===== src/rtl/neander_xp_pkg.sv =====
`default_nettype none
// ============================================================================
//  Module      : neander_xp_pkg
//  Description : Shared selector encodings for the NEANDER-X datapath: ALU
//                operation, AC source and REM address source, plus widths.
//  Revision    : 1.0 - initial release
// ============================================================================
package neander_xp_pkg;

    localparam int ALU_OP_W   = 3;
    localparam int AC_SRC_W   = 3;
    localparam int ADDR_SEL_W = 2;

    typedef enum logic [ALU_OP_W-1:0] {
        ALU_ADD   = 3'd0,
        ALU_AND   = 3'd1,
        ALU_OR    = 3'd2,
        ALU_NOT   = 3'd3,
        ALU_SUB   = 3'd4,
        ALU_SHL   = 3'd5,
        ALU_SHR   = 3'd6,
        ALU_PASSB = 3'd7
    } alu_op_e;

    typedef enum logic [AC_SRC_W-1:0] {
        AC_ALU       = 3'd0,
        AC_MEM       = 3'd1,
        AC_IO_IN     = 3'd2,
        AC_IO_STATUS = 3'd3,
        AC_X         = 3'd4,
        AC_MUL_LO    = 3'd5,
        AC_MUL_HI    = 3'd6,
        AC_ZERO      = 3'd7
    } ac_src_e;

    typedef enum logic [ADDR_SEL_W-1:0] {
        ADDR_PC  = 2'd0,
        ADDR_RDM = 2'd1,
        ADDR_SP  = 2'd2,
        ADDR_IDX = 2'd3
    } addr_sel_e;

endpackage
`default_nettype wire


===== src/rtl/neander_xp_datapath_if.sv =====
`default_nettype none
// ============================================================================
//  Module      : neander_xp_datapath_if
//  Description : Memory and I/O bus between the datapath (master) and the
//                external RAM / I/O block (slave).
//  Revision    : 1.0 - initial release
// ============================================================================
interface neander_xp_datapath_if #(
    parameter int DATA_W = 8,
    parameter int ADDR_W = 8
);
    logic [ADDR_W-1:0] mem_addr;
    logic [DATA_W-1:0] mem_wdata;
    logic [DATA_W-1:0] mem_rdata;
    logic [DATA_W-1:0] io_in;
    logic [DATA_W-1:0] io_status;
    logic [DATA_W-1:0] io_out;

    modport master (
        output mem_addr, mem_wdata, io_out,
        input  mem_rdata, io_in, io_status
    );

    modport slave (
        input  mem_addr, mem_wdata, io_out,
        output mem_rdata, io_in, io_status
    );
endinterface
`default_nettype wire


===== src/rtl/neander_xp_mul.sv =====
`default_nettype none
// ============================================================================
//  Module      : neander_xp_mul
//  Description : Unsigned shift-add multiplier, one multiplier bit per cycle.
//                Product is only published when the last step completes.
//                Instantiated by the datapath when NEANDER_XP_MUL_EN is set.
//  Revision    : 1.0 - initial release
// ============================================================================
module neander_xp_mul #(
    parameter int DATA_W = 8
) (
    input  logic                  clk,
    input  logic                  reset,
    input  logic                  start,
    input  logic [DATA_W-1:0]     a,
    input  logic [DATA_W-1:0]     b,
    output logic                  busy,
    output logic                  done,
    output logic [2*DATA_W-1:0]   product
);
    localparam int CNT_W = $clog2(DATA_W);

    logic [DATA_W-1:0]   mcand;
    logic [2*DATA_W-1:0] acc;      // {partial high half, remaining multiplier bits}
    logic [CNT_W-1:0]    cnt;
    logic [DATA_W:0]     partial;
    logic [2*DATA_W-1:0] acc_next;

    // One shift-add step: add multiplicand into the high half if LSB set, shift right
    always_comb begin
        partial  = {1'b0, acc[2*DATA_W-1:DATA_W]} + (acc[0] ? {1'b0, mcand} : '0);
        acc_next = {partial, acc[DATA_W-1:1]};
    end

    // Iteration control; a start while busy is ignored
    always_ff @(posedge clk or posedge reset) begin
        if (reset) begin
            busy    <= 1'b0;
            done    <= 1'b0;
            cnt     <= '0;
            mcand   <= '0;
            acc     <= '0;
            product <= '0;
        end else begin
            done <= 1'b0;
            if (busy) begin
                acc <= acc_next;
                cnt <= cnt + CNT_W'(1);
                if (cnt == CNT_W'(DATA_W-1)) begin
                    busy    <= 1'b0;
                    done    <= 1'b1;
                    product <= acc_next;
                end
            end else if (start) begin
                busy  <= 1'b1;
                cnt   <= '0;
                mcand <= a;
                acc   <= {{DATA_W{1'b0}}, b};
            end
        end
    end
endmodule
`default_nettype wire


===== src/rtl/neander_xp_datapath.sv =====
`default_nettype none
// ============================================================================
//  Module      : neander_xp_datapath
//  Description : NEANDER-X datapath: PC/REM/RDM/RI/AC/X/SP registers, inline
//                ALU with carry, NZC flags, stack and indexed addressing,
//                latched output port. Optional iterative multiplier enabled by
//                defining NEANDER_XP_MUL_EN.
//  Revision    : 1.0 - initial release
// ============================================================================
module neander_xp_datapath
    import neander_xp_pkg::*;
#(
    parameter int                DATA_W    = 8,
    parameter int                ADDR_W    = 8,
    parameter logic [ADDR_W-1:0] STACK_TOP = '1
) (
    input  logic                  clk,
    input  logic                  reset,
    input  logic                  pc_inc,
    input  logic                  pc_load,
    input  logic                  ac_load,
    input  logic                  x_load,
    input  logic                  ri_load,
    input  logic                  rem_load,
    input  logic                  rdm_load,
    input  logic                  nz_load,
    input  logic                  c_load,
    input  logic                  sp_inc,
    input  logic                  sp_dec,
    input  logic                  io_write,
    input  logic [ADDR_SEL_W-1:0] addr_sel,
    input  logic                  wdata_sel,
    input  logic [AC_SRC_W-1:0]   ac_src,
    input  logic [ALU_OP_W-1:0]   alu_op,
    input  logic                  mul_start,
    neander_xp_datapath_if.master bus,
    output logic [3:0]            opcode,
    output logic                  flag_n,
    output logic                  flag_z,
    output logic                  flag_c,
    output logic                  mul_busy,
    output logic                  mul_done,
    output logic [ADDR_W-1:0]     dbg_pc,
    output logic [ADDR_W-1:0]     dbg_sp,
    output logic [DATA_W-1:0]     dbg_ac,
    output logic [DATA_W-1:0]     dbg_x
);
    logic [ADDR_W-1:0] pc, rem, sp, rem_in;
    logic [DATA_W-1:0] rdm, ri, ac, x, io_out_r;
    logic [DATA_W-1:0] alu_res, ac_in, mul_lo, mul_hi;
    logic              alu_c;
    logic              unused_ri;

    assign bus.mem_addr  = rem;
    assign bus.mem_wdata = wdata_sel ? DATA_W'(pc) : ac;
    assign bus.io_out    = io_out_r;
    assign opcode        = ri[DATA_W-1 -: 4];
    assign dbg_pc        = pc;
    assign dbg_sp        = sp;
    assign dbg_ac        = ac;
    assign dbg_x         = x;
    assign unused_ri     = ^ri;   // only the opcode nibble leaves the block

`ifdef NEANDER_XP_MUL_EN
    logic [2*DATA_W-1:0] product;

    neander_xp_mul #(.DATA_W(DATA_W)) u_mul (
        .clk     (clk),
        .reset   (reset),
        .start   (mul_start),
        .a       (ac),
        .b       (bus.mem_rdata),
        .busy    (mul_busy),
        .done    (mul_done),
        .product (product)
    );
    assign mul_lo = product[DATA_W-1:0];
    assign mul_hi = product[2*DATA_W-1:DATA_W];
`else
    logic mul_done_r;

    // Without a multiplier, acknowledge a start immediately so the control unit never stalls
    always_ff @(posedge clk or posedge reset) begin
        if (reset) mul_done_r <= 1'b0;
        else       mul_done_r <= mul_start;
    end
    assign mul_busy = 1'b0;
    assign mul_done = mul_done_r;
    assign mul_lo   = '0;
    assign mul_hi   = '0;
`endif

    // ALU: a = AC, b = memory data; logic ops keep the existing carry
    always_comb begin
        alu_res = ac;
        alu_c   = flag_c;
        case (alu_op_e'(alu_op))
            ALU_ADD:   {alu_c, alu_res} = {1'b0, ac} + {1'b0, bus.mem_rdata};
            ALU_SUB:   {alu_c, alu_res} = {1'b0, ac} - {1'b0, bus.mem_rdata};
            ALU_AND:   alu_res = ac & bus.mem_rdata;
            ALU_OR:    alu_res = ac | bus.mem_rdata;
            ALU_NOT:   alu_res = ~ac;
            ALU_SHL:   {alu_c, alu_res} = {ac, 1'b0};
            ALU_SHR:   {alu_res, alu_c} = {1'b0, ac};
            ALU_PASSB: alu_res = bus.mem_rdata;
            default:   alu_res = ac;
        endcase
    end

    // AC input mux, also the source for N/Z
    always_comb begin
        ac_in = '0;
        case (ac_src_e'(ac_src))
            AC_ALU:       ac_in = alu_res;
            AC_MEM:       ac_in = bus.mem_rdata;
            AC_IO_IN:     ac_in = bus.io_in;
            AC_IO_STATUS: ac_in = bus.io_status;
            AC_X:         ac_in = x;
            AC_MUL_LO:    ac_in = mul_lo;
            AC_MUL_HI:    ac_in = mul_hi;
            default:      ac_in = '0;
        endcase
    end

    // REM source mux; indexed address wraps within the address width
    always_comb begin
        rem_in = pc;
        case (addr_sel_e'(addr_sel))
            ADDR_PC:  rem_in = pc;
            ADDR_RDM: rem_in = rdm[ADDR_W-1:0];
            ADDR_SP:  rem_in = sp;
            ADDR_IDX: rem_in = rdm[ADDR_W-1:0] + x[ADDR_W-1:0];
            default:  rem_in = pc;
        endcase
    end

    // Program counter: a jump load takes priority over increment
    always_ff @(posedge clk or posedge reset) begin
        if (reset)        pc <= '0;
        else if (pc_load) pc <= rdm[ADDR_W-1:0];
        else if (pc_inc)  pc <= pc + ADDR_W'(1);
    end

    // Stack pointer: simultaneous push/pop cancels out
    always_ff @(posedge clk or posedge reset) begin
        if (reset) sp <= STACK_TOP;
        else begin
            case ({sp_inc, sp_dec})
                2'b10:   sp <= sp + ADDR_W'(1);
                2'b01:   sp <= sp - ADDR_W'(1);
                default: sp <= sp;
            endcase
        end
    end

    // Memory interface and instruction registers
    always_ff @(posedge clk or posedge reset) begin
        if (reset) begin
            rem <= '0;
            rdm <= '0;
            ri  <= '0;
        end else begin
            if (rem_load) rem <= rem_in;
            if (rdm_load) rdm <= bus.mem_rdata;
            if (ri_load)  ri  <= rdm;
        end
    end

    // Accumulator, index register and output port latch
    always_ff @(posedge clk or posedge reset) begin
        if (reset) begin
            ac       <= '0;
            x        <= '0;
            io_out_r <= '0;
        end else begin
            if (ac_load)  ac       <= ac_in;
            if (x_load)   x        <= ac;
            if (io_write) io_out_r <= ac;
        end
    end

    // Flags: N/Z follow the AC input mux, C follows the ALU, on separate strobes
    always_ff @(posedge clk or posedge reset) begin
        if (reset) begin
            flag_n <= 1'b0;
            flag_z <= 1'b0;
            flag_c <= 1'b0;
        end else begin
            if (nz_load) begin
                flag_n <= ac_in[DATA_W-1];
                flag_z <= (ac_in == '0);
            end
            if (c_load) flag_c <= alu_c;
        end
    end
endmodule
`default_nettype wire


===== src/flat_wrapper.sv =====
// flat-port wrapper written by rule: the top's interface ports become plain ports
module neander_xp_datapath_flat import neander_xp_pkg::*;
#(
    parameter int                DATA_W    = 8,
    parameter int                ADDR_W    = 8,
    parameter logic [ADDR_W-1:0] STACK_TOP = '1
)
  (clk, reset, pc_inc, pc_load, ac_load, x_load, ri_load, rem_load, rdm_load, nz_load, c_load, sp_inc, sp_dec, io_write, addr_sel, wdata_sel, ac_src, alu_op, mul_start, opcode, flag_n, flag_z, flag_c, mul_busy, mul_done, dbg_pc, dbg_sp, dbg_ac, dbg_x, bus_mem_addr, bus_mem_wdata, bus_io_out, bus_mem_rdata, bus_io_in, bus_io_status);
  neander_xp_datapath_if #(.DATA_W(DATA_W), .ADDR_W(ADDR_W)) bus_i ();
  input  logic clk;
  input  logic reset;
  input  logic pc_inc;
  input  logic pc_load;
  input  logic ac_load;
  input  logic x_load;
  input  logic ri_load;
  input  logic rem_load;
  input  logic rdm_load;
  input  logic nz_load;
  input  logic c_load;
  input  logic sp_inc;
  input  logic sp_dec;
  input  logic io_write;
  input  logic [ADDR_SEL_W-1:0] addr_sel;
  input  logic wdata_sel;
  input  logic [AC_SRC_W-1:0] ac_src;
  input  logic [ALU_OP_W-1:0] alu_op;
  input  logic mul_start;
  output logic [3:0] opcode;
  output logic flag_n;
  output logic flag_z;
  output logic flag_c;
  output logic mul_busy;
  output logic mul_done;
  output logic [ADDR_W-1:0] dbg_pc;
  output logic [ADDR_W-1:0] dbg_sp;
  output logic [DATA_W-1:0] dbg_ac;
  output logic [DATA_W-1:0] dbg_x;
  output wire logic [$bits(bus_i.mem_addr)-1:0] bus_mem_addr;
  output wire logic [$bits(bus_i.mem_wdata)-1:0] bus_mem_wdata;
  output wire logic [$bits(bus_i.io_out)-1:0] bus_io_out;
  input wire logic [$bits(bus_i.mem_rdata)-1:0] bus_mem_rdata;
  input wire logic [$bits(bus_i.io_in)-1:0] bus_io_in;
  input wire logic [$bits(bus_i.io_status)-1:0] bus_io_status;
  assign bus_mem_addr = bus_i.mem_addr;
  assign bus_mem_wdata = bus_i.mem_wdata;
  assign bus_io_out = bus_i.io_out;
  assign bus_i.mem_rdata = bus_mem_rdata;
  assign bus_i.io_in = bus_io_in;
  assign bus_i.io_status = bus_io_status;
  neander_xp_datapath #(.DATA_W(DATA_W), .ADDR_W(ADDR_W), .STACK_TOP(STACK_TOP)) u_core (.clk(clk), .reset(reset), .pc_inc(pc_inc), .pc_load(pc_load), .ac_load(ac_load), .x_load(x_load), .ri_load(ri_load), .rem_load(rem_load), .rdm_load(rdm_load), .nz_load(nz_load), .c_load(c_load), .sp_inc(sp_inc), .sp_dec(sp_dec), .io_write(io_write), .addr_sel(addr_sel), .wdata_sel(wdata_sel), .ac_src(ac_src), .alu_op(alu_op), .mul_start(mul_start), .bus(bus_i), .opcode(opcode), .flag_n(flag_n), .flag_z(flag_z), .flag_c(flag_c), .mul_busy(mul_busy), .mul_done(mul_done), .dbg_pc(dbg_pc), .dbg_sp(dbg_sp), .dbg_ac(dbg_ac), .dbg_x(dbg_x));
endmodule

===== config.mk =====
export PLATFORM = sky130hd
export DESIGN_NAME = neander_xp_datapath_flat
export DESIGN_NICKNAME = d
export VERILOG_FILES = /design/src/rtl/neander_xp_pkg.sv /design/src/rtl/neander_xp_datapath_if.sv /design/src/rtl/neander_xp_mul.sv /design/src/rtl/neander_xp_datapath.sv /design/src/flat_wrapper.sv
export SDC_FILE = /design/constraint.sdc
export NUM_CORES = 1
export LEC_CHECK = 0
export CAP_MARGIN = 20
export CELL_PAD_IN_SITES_DETAIL_PLACEMENT = 1
export CELL_PAD_IN_SITES_GLOBAL_PLACEMENT = 1
export CORE_ASPECT_RATIO = 0.6
export CORE_MARGIN = 1.5
export CORE_UTILIZATION = 35
export CTS_CLUSTER_DIAMETER = 120
export DETAILED_ROUTE_END_ITERATION = 7
export PLACE_DENSITY_LB_ADDON = 0.1
export SYNTH_ARGS = -nofsm -noshare
export SYNTH_HDL_FRONTEND = slang
export SYNTH_SLANG_ARGS = --single-unit

===== constraint.sdc =====
create_clock -name clk -period 2.7 [get_ports clk]
set_clock_uncertainty 0.2 [all_clocks]
set_input_delay 0.27 -clock clk [delete_from_list [all_inputs] [get_ports clk]]
set_output_delay 0.27 -clock clk [all_outputs]
set_load 0.03 [all_outputs]

# After elaboration in Yosys (flattened, before gate mapping)
# Index checks and enable logic that the tools add are counted.
# op_classes
reduce_logical	8
bitwise	3
n_mux	8
eq_ne	16
n_addsub	6
# ops
op	count
8-bit case mux with 8 select lines	1
8-bit case mux with 5 select lines	1
8-bit case mux with 4 select lines	1
8-bit two-way mux	3
8-bit by 1-bit adder with 8-bit output, second input constant	2
8-bit case mux with 2 select lines	1
3-bit equality test, second input constant	5
3-bit by 2-bit equality test with 1-bit output, second input constant	4
8-bit by 8-bit adder with 9-bit output	1
8-bit by 8-bit subtractor with 9-bit output	1
8-bit adder	1
8-bit AND	1
8-bit zero test	1
8-bit inverter	1
8-bit bitwise OR	1
8-bit by 1-bit subtractor with 8-bit output, second input constant	1
2-bit equality test, second input constant	3
3-bit by 1-bit equality test with 1-bit output, second input constant	2
3-bit zero test	2
2-bit by 1-bit equality test with 1-bit output, second input constant	2
1-bit case mux with 4 select lines	1
2-bit nonzero test	2
4-bit nonzero test	1
2-bit zero test	1
2-bit AND reduction	1
# totals
reg_bits	68
out_inout_bits	65
inputBits	48
word_cells	53

# Longest topological paths before layout
# depth
word_depth	4
mapped_depth	11

# Worst setup path before layout
# OpenSTA, ideal clock, no wires.
# synth_path
path_type	register to register
from	register u_core.x[0], in the netlist u_core.dbg_x[0]
to	register u_core.rem[6], in the netlist u_core.bus.mem_addr[6]
path_slack_ps	-160
stages_incl_launch_ff	10
required_ps	2375
n_path_buf	0
setup_time_ps	125
arrival_time_ps	2536
path_cell_list	dfrtp_1 > ha_1 > fa_1 > a21o_1 > a21oi_1 > o21bai_1 > a21oi_1 > xnor2_1 > mux4_2 > mux2_2
# synth_via
elab_chain_len	2
# synth_rtl
item	line	source
start, declared	neander_xp_datapath.sv:49	logic [DATA_W-1:0] rdm, ri, ac, x, io_out_r;
start signal, assigned	neander_xp_datapath.sv:173	x <= '0;
start signal, assigned	neander_xp_datapath.sv:177	if (x_load) x <= ac;
8-bit adder	neander_xp_datapath.sv:132	ADDR_IDX: rem_in = rdm[ADDR_W-1:0] + x[ADDR_W-1:0];
8-bit case mux with 4 select lines	neander_xp_datapath.sv:128	case (addr_sel_e'(addr_sel))
end signal, assigned	neander_xp_datapath.sv:163	if (rem_load) rem <= rem_in;
end, declared	neander_xp_datapath.sv:48	logic [ADDR_W-1:0] pc, rem, sp, rem_in;
# No other way between the ends.
# A chain may end at the register's enable or synchronous reset.

# Worst setup path after layout
# layout_path
from	register u_core.ac[0], in the netlist u_core.dbg_ac[0]
to	register u_core.flag_z
# layout_via
elab_chain_len	4
elab_cells_between_ends	8
# layout_rtl
item	line	source
start, declared	neander_xp_datapath.sv:49	
start signal, assigned	neander_xp_datapath.sv:176	if (ac_load) ac <= ac_in;
8-bit by 8-bit subtractor with 9-bit output (tied with other cells)	neander_xp_datapath.sv:99	ALU_SUB: {alu_c, alu_res} = {1'b0, ac} - {1'b0, bus.mem_rdata};
8-bit case mux with 8 select lines (*)	neander_xp_datapath.sv:97	case (alu_op_e'(alu_op))
8-bit case mux with 5 select lines (*)	neander_xp_datapath.sv:113	case (ac_src_e'(ac_src))
8-bit zero test (*)	neander_xp_datapath.sv:191	flag_z <= (ac_in == '0);
end signal, assigned	neander_xp_datapath.sv:191	
end, declared	neander_xp_datapath.sv:39	output logic flag_z,
# Every way passes the cells marked *; elsewhere a longest branch is shown, timed or not.

==> flow_summary.json <==
{
  "grt_pass1_wl_um": 30210,
  "synth_flop_cell": "dfrtp_1",
  "status": "finished, violations left",
  "avgViaCountPerCell": 5.425,
  "place_inst": 906,
  "syn_inst": 521,
  "cts_buffer_depth": 2,
  "chipHeight_um": 95.95,
  "hold_path_class": "in2async",
  "fin_nets": 817,
  "synth_cell_types": 74,
  "endpoint_kind": "flip-flop",
  "crit_path_start_kind": "flip-flop",
  "ant_nets": 0,
  "slew_headroom_pct": 55.34,
  "synth_edf_count": 0,
  "yosys_warnings": 0,
  "area.growth.synth_to_final_pct": 51.37,
  "tightestPinTransition_ns": 0.6675,
  "power.leakage_nw": 3.333,
  "synth_adder_area_share_pct": 11.27,
  "violations": "setup timing",
  "wl_um": 19610,
  "grt_pass1_vias": 5253,
  "fin_util_pct": 54.99,
  "synth-compound-area-share_pct": 18.62,
  "path_cells": "inv_2, ha_4, fa_2, xor2_1, a221oi_2, o21ai_1, a221o_1, nor4_4, and4_1, a41o_1",
  "antenna_found_initial": 0,
  "syn_avg_cell_area_um2": 9.673,
  "ff2ff_setup_slack_ns": -0.03,
  "rsz0062_at_grt": "true",
  "layout-drive-gt1-share_pct": 30.41,
  "core_um2": 13870,
  "netlist_area_um2": 5040,
  "worstPathArrival_ns": 2.80,
  "start_util_pct": 36.33,
  "syn_nets": 612,
  "numCtsBuffers": 9,
  "hold_viol_final": 0,
  "grt_overflow": 0,
  "post-route-min-period_ns": 2.733,
  "use_met2_pct": 39.62,
  "critical-path-max-stage-delay_ns": 0.41,
  "cap_violations": 0,
  "place_area_um2": 7128,
  "final.setup.tns_ns": -0.03296,
  "htree_levels": 3,
  "post-route-period-util_pct": 101.2,
  "cts_root_buf": "clkbuf_16",
  "fillers": 1556,
  "drtIter0Drc": 261,
  "diodes": 0,
  "place_hpwl_um": 15630,
  "slowest_stage": "dfrtp_2",
  "row_count": 33,
  "port_buffers": 111,
  "vdd_drop_max_v": 0.0003121,
  "instances_no_fill": 922,
  "drc_errors": 0,
  "io_pins": 113,
  "gp_congestion": 0.8796,
  "async_flop_share_pct": 100.0,
  "vias": 5002,
  "pwr_density_cell_nw_per_um2": 698.8,
  "grt_max_degree": 41,
  "synth-xor-area-share_pct": 4.692,
  "die_width_um": 157.9,
  "grtUsageMet1_pct": 41.13,
  "clkSinkCount": 64,
  "fmax_mhz": 365.9,
  "final_cell_mix": "buf_4, clkdlybuf4s50_1, dfrtp_1",
  "first_pass_iters": 5,
  "synth.ff_latch_count": 64,
  "cts.clk_slew.worst_paths_ns": 0.06,
  "final_cell_area_um2": 7629,
  "crit_path_max_fanout": 4,
  "cp_data_required_time_ns": 2.77,
  "busiest_layer": "met1",
  "grt_use_total_pct": 26.94,
  "synth_top_family_by_area": "compound AO/OA/AOI/OAI gates",
  "synthSimpleGateAreaFrac_pct": 12.56,
  "cts_hold_buf": 0,
  "drt-wirelength-per-cell_um": 21.27,
  "setup_viol": 1,
  "clkLatencyLatePin_ns": 0.33,
  "yosysSeqAreaShare_pct": 31.98,
  "met3_usage_pct": 4.998,
  "worstSetupPathType": "reg2reg",
  "final_common_cell": "buf_4",
  "worst_slack_ns": -0.03296,
  "final_max_slew_viol_count": 0,
  "synthMuxAreaShare_pct": 15.79,
  "die_area_um2": 15150,
  "cts_tree": "built"
}
area by class of cell:
class / count / area [um2] / area share (%)
clock buffer: 12 / 256.5 / 3.362
clock inverter: 3 / 65.06 / 0.8529
inverter: 31 / 116.4 / 1.525
multi-input combinational: 398 / 3357 / 44.01
sequential: 64 / 1617 / 21.19
tap: 192 / 240.2 / 3.149
timing repair buffer: 222 / 1977 / 25.91
path summary, 6_finish.rpt:
check                                                        start                                 end  cells after the start
worst max-delay path                  u_core.dbg_ac[0]$_DFFE_PP0P_           u_core.flag_z$_DFFE_PP0P_                     10
worst min-delay path                                         reset           u_core.mul_done$_DFF_PP0_                      2
worst max register to register        u_core.dbg_ac[0]$_DFFE_PP0P_           u_core.flag_z$_DFFE_PP0P_                     10
worst min register to register  u_core.bus.mem_addr[0]$_DFFE_PP0P_  u_core.bus.mem_addr[0]$_DFFE_PP0P_                      1
max in group asynchronous                                    reset         u_core.dbg_x[0]$_DFFE_PP0P_                      3
min in group clk                                         mul_start           u_core.mul_done$_DFF_PP0_                      1
power by group:
part / leakage [nW] / internal, mW / switching [mW]
Clock: 0.159 / 0.852 / 0.426
Sequential: 0.756 / 1.22 / 0.227
Combinational: 2.42 / 1.22 / 1.39
Total: 3.33 / 3.29 / 2.04
cell usage after synthesis (3+ instances only):
cell type / number / area [um2]
a211oi_1: 4 / 30.03
a21o_1: 6 / 45.04
a21oi_1: 26 / 130.1
a221oi_1: 3 / 26.28
a22oi_1: 8 / 60.06
a31oi_1: 4 / 25.02
buf_2: 7 / 35.03
buf_4: 4 / 30.03
clkbuf_1: 15 / 56.30
dfrtp_1: 56 / 1401
dfstp_2: 8 / 210.2
fa_1: 4 / 80.08
ha_1: 39 / 488.0
inv_1: 30 / 112.6
mux2_2: 38 / 427.9
mux2i_1: 15 / 150.1
mux4_2: 9 / 202.7
nand2_1: 34 / 127.6
nand2b_1: 6 / 37.54
nand3_1: 4 / 20.02
nand4_1: 5 / 31.28
nor2_1: 31 / 116.4
nor2b_1: 11 / 68.82
nor3_1: 14 / 70.07
nor3b_1: 3 / 22.52
o21a_1: 5 / 37.54
o21ai_0: 41 / 205.2
o21bai_1: 7 / 52.55
o22ai_1: 3 / 18.77
o32ai_1: 3 / 26.28
or3_1: 3 / 18.77
xnor2_1: 12 / 105.1
xor2_1: 15 / 131.4
worst max-delay path: cells and delay by family (launching register included):
family                     cells  cell delay, ns
xor gates and xnor gates       1            0.16
AOI/OAI and AO/OA              4            0.88
buffers and inverters          1            0.06
DFF                            1            0.41
and+or+nand+nor                2            0.46
adders and majority gates      2            0.51
repair_timing:
| action | in CTS | in global routing |
|---|---|---|
| gates resized for setup | 14 | 24 |
| endpoints found under the setup margin | 5 | 9 |
| buffers inserted | 0 | 1 |
| pin swaps | 2 | 11 |
| endpoints found under the hold margin | 0 | 0 |
metrics by stage:
step | hold WS, ns | setup slack (ns) | power [mW]
2_1_floorplan | 0.1014 | 0.004000 | 2.822
3_3_place_gp | 0.2892 | -0.4740 | 3.880
3_5_place_dp | 0.2947 | -0.5198 | 3.956
4_1_cts | 0.1315 | -0.04286 | 5.294
5_1_grt | 0.1808 | -0.1451 | 5.612
6_report | 0.1191 | -0.03296 | 5.331
registers in the layout (all words and copies together) (netlist names):
register	count
u_core.mul_done	1
u_core.dbg_pc	8
u_core.bus.mem_addr	8
u_core.flag_n	1
u_core.dbg_x	8
u_core.ri	4
u_core.flag_z	1
u_core.flag_c	1
u_core.rdm	8
u_core.bus.io_out	8
u_core.dbg_ac	8
u_core.dbg_sp	8
logic make-up after synthesis:
family	Yosys count
AOI/OAI and AO/OA	138
xor gates and xnor gates	27
adders and majority gates	43
buffers and inverters	59
DFF	64
muxes	63
other	1
and+or+nand+nor	126
metal layers:
metal / part of all wire (%) / vias up
met5: 0 / -
met4: 0.72 / 0
met3: 5.8 / 13
met2: 41 / 151
met1: 52 / 2519
li1: - / 2319
Power figures use the tool's default switching activity.
